## config.mk

```make
export PLATFORM = sky130hd
export DESIGN_NAME = sub_share_arbiter
export DESIGN_NICKNAME = d
export VERILOG_FILES = /design/src/rtl/sub_share_pkg.sv /design/src/rtl/sub_share_arbiter_rr_pick.sv /design/src/rtl/sub_share_arbiter.sv
export SDC_FILE = /design/constraint.sdc
export NUM_CORES = 1
export LEC_CHECK = 0
export ABC_AREA = 1
export CORE_MARGIN = 2
export CORE_UTILIZATION = 29
export CTS_CLUSTER_DIAMETER = 100
export DETAILED_ROUTE_END_ITERATION = 16
export DONT_BUFFER_PORTS = 1
export GPL_TIMING_DRIVEN = 0
export PLACE_DENSITY = 0.51
export RECOVER_POWER = 25
export SLEW_MARGIN = 10
export SYNTH_ARGS = -nofsm -noshare
export SYNTH_HDL_FRONTEND = slang
export SYNTH_HIERARCHICAL = 1
export SYNTH_SLANG_ARGS = --single-unit
```

## constraint.sdc

```tcl
create_clock -name CLK -period 2.37 [get_ports CLK]
set_clock_uncertainty 0.2 [all_clocks]
set_input_delay 0.237 -clock CLK [delete_from_list [all_inputs] [get_ports CLK]]
set_output_delay 0.237 -clock CLK [all_outputs]
set_load 0.05 [all_outputs]
```

## src/rtl/sub_share_pkg.sv

```systemverilog
// Shared types and helpers for the SUB-unit sharing arbiter.
// Latency: none, declarations only.
// Backpressure: not applicable.
package sub_share_pkg;

    // Transaction phases of the arbiter FSM
    typedef enum logic [1:0] {
        IDLE  = 2'd0,
        ISSUE = 2'd1,
        WAIT  = 2'd2,
        RESP  = 2'd3
    } state_e;

    // Increment an index modulo n, with an explicit wrap so that
    // non-power-of-2 requester counts do not land on unused indices.
    function automatic int unsigned wrap_inc(input int unsigned idx, input int unsigned n);
        return (idx + 1 >= n) ? 0 : idx + 1;
    endfunction

endpackage

```

## src/rtl/sub_share_arbiter_rr_pick.sv

```systemverilog
// Round-robin picker: first set request at or above the pointer, with wrap.
// Latency: purely combinational.
// Backpressure: none, the caller decides when to use the result.
module rr_pick #(
    parameter int unsigned NREQ = 4,
    parameter int unsigned IDXW = 2
) (
    input  logic [NREQ-1:0] req_i,
    input  logic [IDXW-1:0] rr_ptr_i,
    output logic            found_o,
    output logic [IDXW-1:0] idx_o
);

    int unsigned     p;
    logic [IDXW-1:0] pos;

    // Scan NREQ positions starting at the pointer; the first hit wins
    always_comb begin
        found_o = 1'b0;
        idx_o   = '0;
        p       = 0;
        pos     = '0;
        for (int unsigned k = 0; k < NREQ; k++) begin
            p = 32'(rr_ptr_i) + k;
            if (p >= NREQ) begin
                p = p - NREQ;
            end
            pos = IDXW'(p);
            if (!found_o && req_i[pos]) begin
                found_o = 1'b1;
                idx_o   = pos;
            end
        end
    end

endmodule

```

## src/rtl/sub_share_arbiter.sv

```systemverilog
// Round-robin sharing of one SUB unit among NREQ requesters, with timeout.
// Latency: req -> grant/issue 1 cycle; unit result -> done 1 cycle.
// Backpressure: requesters hold req/req_data until their one-cycle done pulse.
module sub_share_arbiter
    import sub_share_pkg::*;
#(
    parameter int unsigned NREQ    = 4,
    parameter int unsigned WIDTH   = 8,
    parameter int unsigned TIMEOUT = 16
) (
    input  logic                  CLK,
    input  logic                  RST,
    input  logic [NREQ-1:0]       req,
    input  logic [NREQ*WIDTH-1:0] req_data,
    output logic [NREQ-1:0]       grant,
    output logic [NREQ-1:0]       done,
    output logic [WIDTH-1:0]      result,
    output logic                  resp_err,
    output logic                  busy,
    output logic                  unit_in_valid,
    output logic [WIDTH-1:0]      unit_in_data,
    input  logic                  unit_out_valid,
    input  logic [WIDTH-1:0]      unit_out_data
);

    localparam int unsigned IDXW = (NREQ > 1) ? $clog2(NREQ) : 1;
    localparam int unsigned CNTW = (TIMEOUT > 1) ? $clog2(TIMEOUT) : 1;

    state_e            state_q, state_d;
    logic [IDXW-1:0]   rr_ptr_q, rr_ptr_d;
    logic [IDXW-1:0]   idx_q, idx_d;
    logic [CNTW-1:0]   cnt_q, cnt_d;
    logic [NREQ-1:0]   grant_q, grant_d;
    logic [NREQ-1:0]   done_q, done_d;
    logic [WIDTH-1:0]  result_q, result_d;
    logic              resp_err_q, resp_err_d;
    logic              busy_q, busy_d;
    logic              uiv_q, uiv_d;
    logic [WIDTH-1:0]  uid_q, uid_d;

    logic              pick_found;
    logic [IDXW-1:0]   pick_idx;
    logic [WIDTH-1:0]  ops [NREQ];

    // Unpack the per-requester operands for indexed selection
    for (genvar i = 0; i < NREQ; i++) begin : g_ops
        assign ops[i] = req_data[i*WIDTH +: WIDTH];
    end

    rr_pick #(
        .NREQ (NREQ),
        .IDXW (IDXW)
    ) u_rr_pick (
        .req_i    (req),
        .rr_ptr_i (rr_ptr_q),
        .found_o  (pick_found),
        .idx_o    (pick_idx)
    );

    // State and output registers; reset abandons any transaction silently
    always_ff @(posedge CLK) begin
        if (RST) begin
            state_q    <= IDLE;
            rr_ptr_q   <= '0;
            idx_q      <= '0;
            cnt_q      <= '0;
            grant_q    <= '0;
            done_q     <= '0;
            result_q   <= '0;
            resp_err_q <= 1'b0;
            busy_q     <= 1'b0;
            uiv_q      <= 1'b0;
            uid_q      <= '0;
        end else begin
            state_q    <= state_d;
            rr_ptr_q   <= rr_ptr_d;
            idx_q      <= idx_d;
            cnt_q      <= cnt_d;
            grant_q    <= grant_d;
            done_q     <= done_d;
            result_q   <= result_d;
            resp_err_q <= resp_err_d;
            busy_q     <= busy_d;
            uiv_q      <= uiv_d;
            uid_q      <= uid_d;
        end
    end

    // Next-state logic; outputs are computed one cycle ahead so they come out registered
    always_comb begin
        state_d    = state_q;
        rr_ptr_d   = rr_ptr_q;
        idx_d      = idx_q;
        cnt_d      = cnt_q;
        grant_d    = grant_q;
        done_d     = '0;
        result_d   = result_q;
        resp_err_d = resp_err_q;
        busy_d     = busy_q;
        uiv_d      = 1'b0;
        uid_d      = uid_q;

        unique case (state_q)
            IDLE: begin
                if (pick_found) begin
                    state_d          = ISSUE;
                    idx_d            = pick_idx;
                    grant_d          = '0;
                    grant_d[pick_idx] = 1'b1;
                    uiv_d            = 1'b1;
                    uid_d            = ops[pick_idx];
                    busy_d           = 1'b1;
                end
            end
            ISSUE: begin
                // A unit result during the issue cycle is not for us yet
                state_d = WAIT;
                cnt_d   = '0;
            end
            WAIT: begin
                // A valid result in the timeout cycle still wins over the error
                if (unit_out_valid) begin
                    state_d       = RESP;
                    result_d      = unit_out_data;
                    resp_err_d    = 1'b0;
                    done_d[idx_q] = 1'b1;
                end else if (cnt_q == CNTW'(TIMEOUT - 1)) begin
                    state_d       = RESP;
                    result_d      = '0;
                    resp_err_d    = 1'b1;
                    done_d[idx_q] = 1'b1;
                end else begin
                    cnt_d = cnt_q + CNTW'(1);
                end
            end
            RESP: begin
                // The served requester drops to lowest priority next round
                state_d    = IDLE;
                grant_d    = '0;
                resp_err_d = 1'b0;
                busy_d     = 1'b0;
                rr_ptr_d   = IDXW'(wrap_inc(32'(idx_q), NREQ));
            end
            default: begin
                state_d = IDLE;
            end
        endcase
    end

    assign grant         = grant_q;
    assign done          = done_q;
    assign result        = result_q;
    assign resp_err      = resp_err_q;
    assign busy          = busy_q;
    assign unit_in_valid = uiv_q;
    assign unit_in_data  = uid_q;

endmodule
```

==> run_results.csv <==
group,metric,value,unit
place,routabilityCongestion,0.7521,
timing,worst_pin_slew,540.2,ps
worst_setup_path,crit_required,2350,ps
synthesis,ys_seq_area_frac,0.3564,
place,place_ws,9.044,ps
die,rows,30,
place,hpwlAfterDp,3458,um
power,netSwitchingFraction,0.5144,
synthesis,ys_ff_latch,37,
detailed_routing,via_per_inst,4.450,
synthesis,syn_nets,366,
power,clkPwrFrac,0.137,
place,place.port_buffers,0,
die,start_util,0.3026,
status,outcome,"finished, violations left",
clocking,clock_sinks,37,
clocking,clockBufferDepth,2,
timing,fin_crit,2124,ps
clocking,cts_buffers,5,
synthesis,synth_area_per_cell,6.748,um2
timing,setup_viol,0,
global_route,grt_pass1_wl,8383,um
clocking,clock_latency,280,ps
die,core-area,6869,um2
synthesis,ys.warnings.count,6,
worst_setup_path,criticalPathCategory,"register to register",
detailed_routing,final_antenna_net_count,0,
timing,fin_crit_sh,0.8964,
detailed_routing,drt_iter0_markers,57,
cells_and_area,fill_cells,718,
timing,maxSlewHeadroom,0.6394,
detailed_routing,routed_wirelength,4954,um
synthesis,syn_area,2078,um2
timing,fmax,0.4707,GHz
clocking,cts-root-buf,"clkbuf_8",
worst_setup_path,path_max_fanout,10,
detailed_routing,first_pass_iters,5,
run,drv_cap,0,
worst_setup_path,crit_path_start_kind,"register",
synthesis,synth_cells,308,
global_route,overflow,0,
worst_setup_path,critPathArrivalTime,2100,ps
power,seqPwrFrac,0.434,
timing,hold_slack,-0.8355,ps
cells_and_area,area_delta_synth_final,24.38,%
global_route,grt_max_degree,11,
cells_and_area,final_net_count,403,
timing,tns,0,ps
die,die_area,7860,um2
power,p_int,1.406,mW
worst_setup_path,worst-r2r-cell-count,14,
cells_and_area,diodes,0,
clocking,cts_tree,"yes",
detailed_routing,vias,1958,
power,powerDensity,1120,nW/um2
global_route,antenna_found_initial,0,
timing,drv_slew,0,
power,combPwrFrac,0.429,
clocking,cts_max_level,2,
cells_and_area,drive_gt1_frac,0.1366,
timing,rsz0062_at_grt,"no",
power,leakage,1.147,nW
die,die_w,88.66,um
detailed_routing,route.detailed.drc,0,
die,ios,74,
hold_path,hp-class,"primary input to register",
power,p_sw,1.489,mW
timing,fin_ws,245.5,ps
worst_setup_path,end_kind,"register",
detailed_routing,wire_per_inst,11.26,um
synthesis,synth_cell_types,24,
global_route,grt_pass1_vias,1956,
status,failed_checks,"hold timing",
power,vdd_drop_max,456.5,uV
clocking,cts.reportedPaths.clkPinSlew,70,ps
die,die_h,88.66,um
timing,hold_violations,1,
hold_path,holdPathStages,4,
global_route,groute.usage.overall,0.1348,
## cells by family after synthesis
logic type | share of synthesized area
DFF | 0.3564
AOI/OAI and AO/OA | 0.09271
buffers and inverters | 0.06923
adders and majority gates | 0.06622
and+or+nand+nor | 0.4154
## metal layers
metal | routed length [um] | global-route usage | part of all wire
met5 | 0 | 0 | 0
met3 | 435 | 0.04664 | 0.088
met2 | 2242 | 0.2327 | 0.45
met4 | 54 | 0.04683 | 0.011
met1 | 2222 | 0.1543 | 0.45
## worst max-delay path, stage by stage (launching register included)
cell	delay, ps
dfxtp_1	380
buf_6	170
nand2_1	90
nand2_4	100
nand2_2	50
nand2_2	80
nor2_4	50
nand3_1	80
nand3_2	180
nand2_1	130
clkinv_2	150
nand2_1	120
nand3_1	70
nor2_1	110
nor2_1	50
## power groups by stage
| stage | sequential [mW] | clock, mW | combinational, mW |
|---|---|---|---|
| 2_1_floorplan | 1.23 | 0 | 0.960 |
| 3_3_place_gp | 1.27 | 0 | 1.17 |
| 3_5_place_dp | 1.27 | 0 | 1.18 |
| 4_1_cts | 1.26 | 0.411 | 1.23 |
| 5_1_grt | 1.28 | 0.439 | 1.46 |
| 6_report | 1.25 | 0.397 | 1.24 |
## repair_timing
action | in CTS | in global routing
buffers inserted | 0 | 0
hold endpoints to repair | 17 | 0
hold buffers | 30 | 0
gates resized for setup | 1 | 4
setup endpoints to repair | 1 | 10
## layout make-up
type	count	area, um2	share of cell area
Multi-Input combinational cell	237	1204	0.4656
Tap cell	96	120.1	0.04647
Buffer	6	38.79	0.01500
Inverter	28	106.4	0.04114
Timing Repair Buffer	30	300.3	0.1162
Sequential cell	37	742.0	0.2870
Clock buffer	5	68.82	0.02662
Clock inverter	1	5.005	0.001936
## stage by stage
stage / area (um2) / hold slack (ps) / instances / power [mW] / util
after floorplan: 2078 / 184.4 / 308 / 2.192 / -
after global routing: 2585 / 19.97 / 440 / 3.179 / 0.3763
final: 2585 / -0.8355 / 440 / 2.895 / 0.3763
after global placement: 2198 / 188.9 / 404 / 2.448 / 0.3200
after detailed placement: 2198 / 190.0 / 404 / 2.455 / 0.3200
after CTS: 2574 / 3.512 / 440 / 2.898 / 0.3747
## cell usage in the layout (no fill, tap or decap), drive strengths merged
cell	Yosys	layout
nand3b	1	1
ha	11	11
nand4	2	2
a21oi	25	25
inv	27	27
clkinv	1	2
nand3	22	22
buf	3	3
o21ai	12	12
nor2	34	34
or2	1	1
nand2	127	127
dlygate4sd3	0	30
nor3	2	2
dfxtp	37	37
clkbuf	3	8
## worst paths after layout
check,endpoint,slack [ps],startpoint
max,unit_in_data[6],250,rr_ptr_q[0]
min,unit_in_data[6],-0.8,req_data[6]
max reg2reg,unit_in_data[6],250,rr_ptr_q[0]
min reg2reg,cnt_q[0],300,cnt_q[0]
## flip-flops by register name, indices dropped and copies added (netlist names)
name,count
result,8
unit_in_data,8
cnt_q,4
done,4
grant,4
idx_q,2
rr_ptr_q,2
state_q,2
busy,1
resp_err,1
unit_in_valid,1
## synth_stat cells, drive strengths merged
master	instances	area (um2)
nand3	22	135.1
ha	11	137.6
or2	1	6.260
nor3	2	10.01
dfxtp	37	740.7
buf	3	27.52
clkbuf	3	11.26
a21oi	25	132.6
clkinv	1	3.750
nand2	127	536.8
nor2	34	155.1
nand3b	1	7.510
inv	27	101.4
nand4	2	12.51
o21ai	12	60.05
Note: power is estimated with default switching activity, not from simulation.
